`src/rtl/uart_pkg.sv`:
```
// Shared definitions for the UART transmitter: FSM state encoding,
// parity-type constants, data width and the parity helper.
package uart_pkg;

    localparam int DATA_WIDTH = 8;

    localparam logic PAR_ODD  = 1'b1;
    localparam logic PAR_EVEN = 1'b0;

    typedef enum logic [2:0] {
        IDLE   = 3'd0,
        START  = 3'd1,
        DATA   = 3'd2,
        PARITY = 3'd3,
        STOP   = 3'd4
    } state_t;

    // Even parity is the XOR of the byte; odd parity is its complement.
    function automatic logic parity_of(input logic [DATA_WIDTH-1:0] data,
                                       input logic typ);
        return (typ == PAR_ODD) ? ~^data : ^data;
    endfunction

endpackage

```
`src/rtl/uart_tx_fsm.sv`:
```
// Frame sequencer for the UART transmitter. Holds the state register, the
// per-bit cycle counter and the data bit index, and exposes the next-state
// values so the top can register TX_OUT in step with the state.
module uart_tx_fsm
    import uart_pkg::*;
(
    input  logic       clk,
    input  logic       rst_n,
    input  logic       req,
    input  logic [5:0] prescale,
    input  logic [5:0] prescale_cap,
    input  logic       par_en_cap,
    output logic       accept,
    output state_t     state_next,
    output logic [2:0] bit_next,
    output logic       busy
);

    state_t     state;
    logic [5:0] cnt;
    logic [5:0] cnt_next;
    logic [2:0] bit_idx;
    logic       bit_done;

    // A new frame is only taken from IDLE with a non-zero bit period.
    assign accept   = (state == IDLE) && req && (prescale != 6'd0);

    // The last cycle of a bit is reached when the counter hits prescale-1.
    assign bit_done = (cnt == (prescale_cap - 6'd1));

    // State, counters and busy flag; busy follows the upcoming state.
    always_ff @(posedge clk) begin
        if (!rst_n) begin
            state   <= IDLE;
            cnt     <= 6'd0;
            bit_idx <= 3'd0;
            busy    <= 1'b0;
        end else begin
            state   <= state_next;
            cnt     <= cnt_next;
            bit_idx <= bit_next;
            busy    <= (state_next != IDLE);
        end
    end

    // Next-state logic; the cycle counter restarts at every bit boundary.
    always_comb begin
        state_next = state;
        cnt_next   = cnt + 6'd1;
        bit_next   = bit_idx;
        case (state)
            IDLE: begin
                cnt_next = 6'd0;
                if (accept) begin
                    state_next = START;
                end
            end
            START: begin
                if (bit_done) begin
                    cnt_next   = 6'd0;
                    state_next = DATA;
                end
            end
            DATA: begin
                if (bit_done) begin
                    cnt_next = 6'd0;
                    bit_next = bit_idx + 3'd1;
                    if (bit_idx == 3'd7) begin
                        state_next = par_en_cap ? PARITY : STOP;
                    end
                end
            end
            PARITY: begin
                if (bit_done) begin
                    cnt_next   = 6'd0;
                    state_next = STOP;
                end
            end
            STOP: begin
                if (bit_done) begin
                    cnt_next   = 6'd0;
                    state_next = IDLE;
                end
            end
            default: begin
                cnt_next   = 6'd0;
                bit_next   = 3'd0;
                state_next = IDLE;
            end
        endcase
    end

endmodule

```
`src/rtl/uart_tx.sv`:
```
// UART transmitter top: captures the frame parameters on acceptance,
// generates parity from the captured byte and drives the registered line.
module uart_tx
    import uart_pkg::*;
(
    input  logic                  clk,
    input  logic                  rst_n,
    input  logic [DATA_WIDTH-1:0] P_DATA,
    input  logic                  DATA_VALID,
    input  logic                  PAR_EN,
    input  logic                  PAR_TYP,
    input  logic [5:0]            prescale,
    output logic                  TX_OUT,
    output logic                  busy
);

    logic [DATA_WIDTH-1:0] data_cap;
    logic                  par_en_cap;
    logic                  par_typ_cap;
    logic [5:0]            prescale_cap;
    logic                  accept;
    state_t                state_next;
    logic [2:0]            bit_next;
    logic                  parity_bit;
    logic                  tx_next;

    uart_tx_fsm u_fsm (
        .clk          (clk),
        .rst_n        (rst_n),
        .req          (DATA_VALID),
        .prescale     (prescale),
        .prescale_cap (prescale_cap),
        .par_en_cap   (par_en_cap),
        .accept       (accept),
        .state_next   (state_next),
        .bit_next     (bit_next),
        .busy         (busy)
    );

    assign parity_bit = parity_of(data_cap, par_typ_cap);

    // Frame parameters are frozen at acceptance so input changes cannot disturb a frame.
    always_ff @(posedge clk) begin
        if (!rst_n) begin
            data_cap     <= '0;
            par_en_cap   <= 1'b0;
            par_typ_cap  <= PAR_EVEN;
            prescale_cap <= 6'd0;
        end else if (accept) begin
            data_cap     <= P_DATA;
            par_en_cap   <= PAR_EN;
            par_typ_cap  <= PAR_TYP;
            prescale_cap <= prescale;
        end
    end

    // Line value for the upcoming state, so the register shows it right after the edge.
    always_comb begin
        tx_next = 1'b1;
        case (state_next)
            IDLE:    tx_next = 1'b1;
            START:   tx_next = 1'b0;
            DATA:    tx_next = data_cap[bit_next];
            PARITY:  tx_next = parity_bit;
            STOP:    tx_next = 1'b1;
            default: tx_next = 1'b1;
        endcase
    end

    // Registered serial output, idle high.
    always_ff @(posedge clk) begin
        if (!rst_n) begin
            TX_OUT <= 1'b1;
        end else begin
            TX_OUT <= tx_next;
        end
    end

endmodule

```
`config.mk`:
```
export PLATFORM = sky130hd
export DESIGN_NAME = uart_tx
export DESIGN_NICKNAME = d
export VERILOG_FILES = /design/src/rtl/uart_pkg.sv /design/src/rtl/uart_tx_fsm.sv /design/src/rtl/uart_tx.sv
export SDC_FILE = /design/constraint.sdc
export NUM_CORES = 1
export LEC_CHECK = 0
export BUFFER_PORTS_ARGS = -buffer_cell sky130_fd_sc_hd__buf_2
export CORE_MARGIN = 1
export CORE_UTILIZATION = 35
export CTS_BUF_LIST = sky130_fd_sc_hd__clkbuf_4 sky130_fd_sc_hd__clkbuf_8 sky130_fd_sc_hd__clkbuf_16
export CTS_CLUSTER_SIZE = 10
export DETAILED_ROUTE_END_ITERATION = 7
export SYNTH_ARGS = -nofsm -noshare
export SYNTH_HDL_FRONTEND = slang
export SYNTH_SLANG_ARGS = --single-unit
```
`constraint.sdc`:
```
create_clock -name clk -period 2.7 [get_ports clk]
set_input_delay 0.54 -clock clk [delete_from_list [all_inputs] [get_ports clk]]
set_output_delay 0.54 -clock clk [all_outputs]
set_load 0.01 [all_outputs]
```
After elaboration in Yosys (flattened, before gate mapping)
Index checks and enable logic that the tools add are counted.
Widths: inputs -> output; s select.
{"block": "word_totals", "reg_bits": 30, "latchBits": 0, "mem_bits_rw": 0, "mem_bits_ro": 0, "input_bits": 19, "out_inout_bits": 2, "elab_cells": 48, "n_memories": 0}
{"block": "classes", "addsub": 3, "n_mul": 0, "n_div": 0, "n_lt_le_gt_ge": 1, "n_eq_ne": 9, "shift": 0, "n_mux": 14, "bitwise_logic": 2, "reduce_logical": 10}
{"operator": "$mux 3", "n": 8}
{"operator": "$pmux 3 s5", "n": 1}
{"operator": "$eq 3x2->1 const B", "n": 4}
{"operator": "$reduce_or 4->1", "n": 2}
{"operator": "$reduce_xnor 8->1", "n": 1}
{"operator": "$reduce_xor 8->1", "n": 1}
{"operator": "$add 6x1->6 const B", "n": 1}
{"operator": "$eq 3x1->1 const B", "n": 2}
{"operator": "$eq 3x3->1 const B", "n": 2}
{"operator": "$eq 6x6->1", "n": 1}
{"operator": "$pmux 3 s2", "n": 1}
{"operator": "$reduce_bool 6->1", "n": 1}
{"operator": "$sub 6x1->6 const B", "n": 1}
{"operator": "$lt 3x4->1 const B", "n": 1}
{"operator": "$add 3x1->3 const B", "n": 1}
{"operator": "$bmux 1 s3", "n": 1}
{"operator": "$logic_not 3->1", "n": 1}
{"operator": "$pmux 1 s3", "n": 1}
{"operator": "$reduce_bool 3->1", "n": 1}
{"operator": "$reduce_or 3->1", "n": 1}
{"operator": "$logic_and 1x1->1", "n": 2}
{"operator": "$mux 1", "n": 2}
{"operator": "$not 1->1", "n": 2}

Longest topological paths before layout
{"block": "depth", "ltp_word": 7, "mapped_depth": 10, "ltp_nobuf": 10}

Cells and area by module
A second synthesis with hierarchy kept.
{"block": "unflattened", "cells_unflattened": 176, "hier_area_um2": 1690.4}
{"mod": "uart_tx_fsm", "n_inst": 1, "cells_per_inst": 111, "area_per_inst_um2": 920.9, "seq_area_each_um2": 260.2}
{"mod": "uart_tx", "n_inst": 1, "cells_per_inst": 65, "area_per_inst_um2": 769.5, "seq_area_each_um2": 340.3}

Least setup slack after synthesis
OpenSTA, ideal clock, no wires.
{"block": "synth_timing", "path_type": "register -> register", "from": "reg prescale_cap[0]", "to": "reg TX_OUT", "setup_ns": 0.131, "arrival_ns": 2.522, "required_time_ns": 2.569, "setup_slack_ns": 0.047, "stages_incl_launch_ff": 11, "path_buffers": 0, "period_less_slack_ns": 2.653, "cell_sequence": "dfxtp_1 -> inv_1 -> ha_1 -> and2_1 -> a211oi_1 -> o31ai_4 -> a311o_2 -> nand3_2 -> mux2_1 -> o311ai_1 -> o211ai_1"}
{"block": "synth_via", "elab_chain_cells": 7, "elab_cells_between_ends": 15, "cone_classes": "1 x add/sub; 4 x eq/ne; 10 x mux"}
{"item": "start: declaration", "line": "uart_tx.sv:20", "text": "logic [5:0] prescale_cap;"}
{"item": "start signal: assignment", "line": "uart_tx.sv:53", "text": "prescale_cap <= prescale;"}
{"item": "$sub 6x1->6 *", "line": "uart_tx_fsm.sv:29", "text": "assign bit_done = (cnt == (prescale_cap - 6'd1));"}
{"item": "$eq 6x6->1 *", "line": "uart_tx_fsm.sv:29"}
{"item": "$mux 3", "line": "uart_tx_fsm.sv:65", "text": "if (bit_done) begin"}
{"item": "$pmux 3 s2", "line": "uart_tx_fsm.sv:51", "text": "case (state)"}
{"item": "$bmux 1 s3", "line": "uart_tx.sv:63", "text": "DATA: tx_next = data_cap[bit_next];"}
{"item": "$mux 1 (implied by the code)", "line": "uart_tx.sv:63"}
{"item": "$pmux 1 s3 *", "line": "uart_tx.sv:60", "text": "case (state_next)"}
{"item": "end signal: assignment", "line": "uart_tx.sv:75", "text": "TX_OUT <= tx_next;"}
{"item": "end: declaration", "line": "uart_tx.sv:13", "text": "output logic TX_OUT,"}
Every way passes the cells marked *; elsewhere a longest branch is shown, timed or not. The select of a mux whose other input is x is not followed.
A chain may end at the register's enable or synchronous reset.

Worst setup path in the final report
{"block": "layout_timing", "from": "reg prescale_cap[1]", "to": "reg TX_OUT"}
Same word-level chain as after synthesis.

==> impl_metrics.ini <==
[run_status]
status = complete, but fails checks
violations = DRC

[timing]
setup_violations = 0
maxSlewViolCount = 0
hold_viol = 0
fmax_ghz = 0.387
relSlewSlack_pct = 68.4
min_period_ns = 2.58
tightest_slew_ns = 0.472
setup_ws_ns = 0.118
rsz0062_at_grt = false
skew_ns = 0.00603
min_period_over_period_pct = 95.6

[logic_synthesis]
yosysSeqAreaShare_pct = 36.5
synth_cell_types = 48
synthCells = 177
synthMuxAreaShare_pct = 10.5
synth_top_family_by_area = simple AND/OR/NAND/NOR gates
synth_top_cell_area_share_pct = 36.5
synth_edf_count = 0
netlist_area_mm2 = 0.00165
ys_top_cells_by_area = dfxtp_1, mux2i_1, xnor2_1
synth_compound_area_share_pct = 16.0
synth_xor_area_share_pct = 9.57
avgSynthCellArea_um2 = 9.30
post-synth-top-area-cell = dfxtp_1
postSynth.topFlopCell = dfxtp_1
synth_nets = 200
async_flop_share_pct = 0
synthAdderAreaFrac_pct = 3.04
ys_warn_count = 0
synth_seq_cells = 30
synthSimpleGateAreaFrac_pct = 20.7

[setup_path]
endpoint = TX_OUT
ff2ff_setup_slack_ns = 0.12
worstReg2RegStart = prescale_cap[1]
crit_arrival_ns = 2.79
criticalPathCategory = flip-flop to flip-flop
crit_path_end_kind = flip-flop
critPathLaunchType = flip-flop
timing.rr.end = TX_OUT
required_ns = 2.91
crit_fanout = 5
rr_worst_depth = 10
setup.worst_path.start = prescale_cap[1]

[power]
ir_drop_mv = 0.352
p_leak_nw = 0.787
powerDensity_mw_per_mm2 = 530
power_mw = 1.05

[layout]
layoutNonFillerInstCount = 262
layout_common_cells = dfxtp_1, buf_2, nor2_1, nor2b_1, mux2i_1
fin_nets = 232
antenna_cells = 0
final_area_mm2 = 0.00198
syn2layout_area_growth_pct = 20.1
final_common_cell = dfxtp_1
drive_above_1_share_pct = 23.3
fillers = 451

[global_routing]
grt_pass1_vias = 1196
antenna_found_initial = 0
grt_overflow = 0
grt_use_total_pct = 14.6
grt_pass1_wl_mm = 5.70
grt_max_degree = 23

[routing]
routed_wl_mm = 3.37
vias_per_cell = 5.05
drtIter0Drc = 82
wl_per_cell_um = 12.9
drc = 2
dr.pass1.iters = 6
final_antenna_net_count = 0
dr_total_vias = 1323

[clock_tree]
numCtsBuffers = 5
clock_latency_ns = 0.28
htreeDepth = 2
clockRootBuffer = clkbuf_8
cts.sinks = 30
clockBufferDepth = 2
path_clk_slew_ns = 0.06
cts_tree = built

[die]
row_count = 24
start_util_pct = 37.0
fp.dieW_um = 70.6
die_area_mm2 = 0.00498
die_h_um = 70.6
io_pins = 21
core_area_mm2 = 0.00444

[run]
max-cap-violations = 0

[placed_design]
io_buffers = 20
dp_hpwl_mm = 2.47
place_inst = 253
dpl_cell_area_mm2 = 0.00186
dpl_worst_slack_ns = -0.0316
gp_congestion = 0.792

[min_path]
whs_path_depth = 1
hp-class = flip-flop to flip-flop
==> routing by layer <==
metal  GRT usage, %  wire length, um  vias up
li1               -                -      685
met1           21.6             1840      604
met2           19.8             1360       28
met3           3.99              128        6
met4           6.00               43        0
met5              0                0        -
==> worst max-delay path, cell delays in order (launching register included) <==
cell and delay (ns):
dfxtp_1 0.33, buf_4 0.14, nor3_2 0.19, nand3_1 0.15
a2111oi_4 0.47, buf_4 0.21, nand2_2 0.05, or3_1 0.30
a21o_1 0.20, or3_1 0.37, o211ai_1 0.09
==> kinds of logic after synthesis <==
family                   Yosys count
AND/OR/NAND/NOR                   62
AO/OA/AOI/OAI                     30
flip-flops                        30
XOR/XNOR                          18
multiplexers                      17
buffers and inverters             16
adder cells (fa/ha/maj)            4
==> layout make-up <==
type	instances	area (um^2)	share of cell area [%]
well taps	52	65.1	3.29
clock buffers	7	90.1	4.55
multi-input cells	131	1000	50.6
repair buffers	29	171	8.67
inverters	12	45.0	2.28
clock inverters	1	5.00	0.253
flip-flops and latches	30	601	30.4
==> power by group <==
part / switching [mW] / internal [mW] / leakage [nW]
clock: 0.166 / 0.215 / 0.0517
sequential: 0.0206 / 0.465 / 0.245
combinational: 0.0887 / 0.0929 / 0.490
==> sequential cells by signal (all words and copies together), names as in the netlist <==
register       count
data_cap           8
u_fsm.state        3
TX_OUT             1
prescale_cap       6
u_fsm.bit_idx      3
u_fsm.busy         1
u_fsm.cnt          6
par_en_cap         1
par_typ_cap        1
==> cell usage after synthesis, types with 2 or more instances <==
library cell  count
mux2_1            2
o21ai_0           2
xor2_1            5
nand4_1           2
nand2_1           3
inv_1            12
ha_1              4
mux2i_1          15
dfxtp_1          30
nor2_1           17
nand3_1           5
and2_1            5
xnor2_1          13
nor2b_1          17
a31o_2            2
or3_1             3
clkbuf_1          3
o2111ai_1         2
a21oi_1           5
a21o_1            2
==> worst min-delay path by stage <==
stage,startpoint,end,slack [ns]
floorplan,u_fsm.cnt[0],u_fsm.cnt[0],0.44
finish,u_fsm.cnt[0],u_fsm.cnt[0],0.49
detailed placement,u_fsm.cnt[0],u_fsm.cnt[0],0.47
global route,u_fsm.cnt[0],u_fsm.cnt[0],0.51
CTS,u_fsm.cnt[0],u_fsm.cnt[0],0.49
global placement,u_fsm.cnt[0],u_fsm.cnt[0],0.46
==> stage by stage <==
step	hold slack (ns)	TNS, ns	util [%]
3_3_place_gp	0.465	0	41.8
6_report	0.490	0	44.5
3_5_place_dp	0.470	-0.0316	41.8
2_1_floorplan	0.441	0	-
5_1_grt	0.510	0	44.5
4_1_cts	0.494	0	44.1
==> repair_timing <==
item                       in CTS  in global routing
pin swaps                       0                  3
hold buffers                    0                  0
setup buffers                   0                  1
setup endpoints to repair       1                  1
cloned                          0                  0
resized for setup               1                  3
Power figures use the tool's default switching activity.
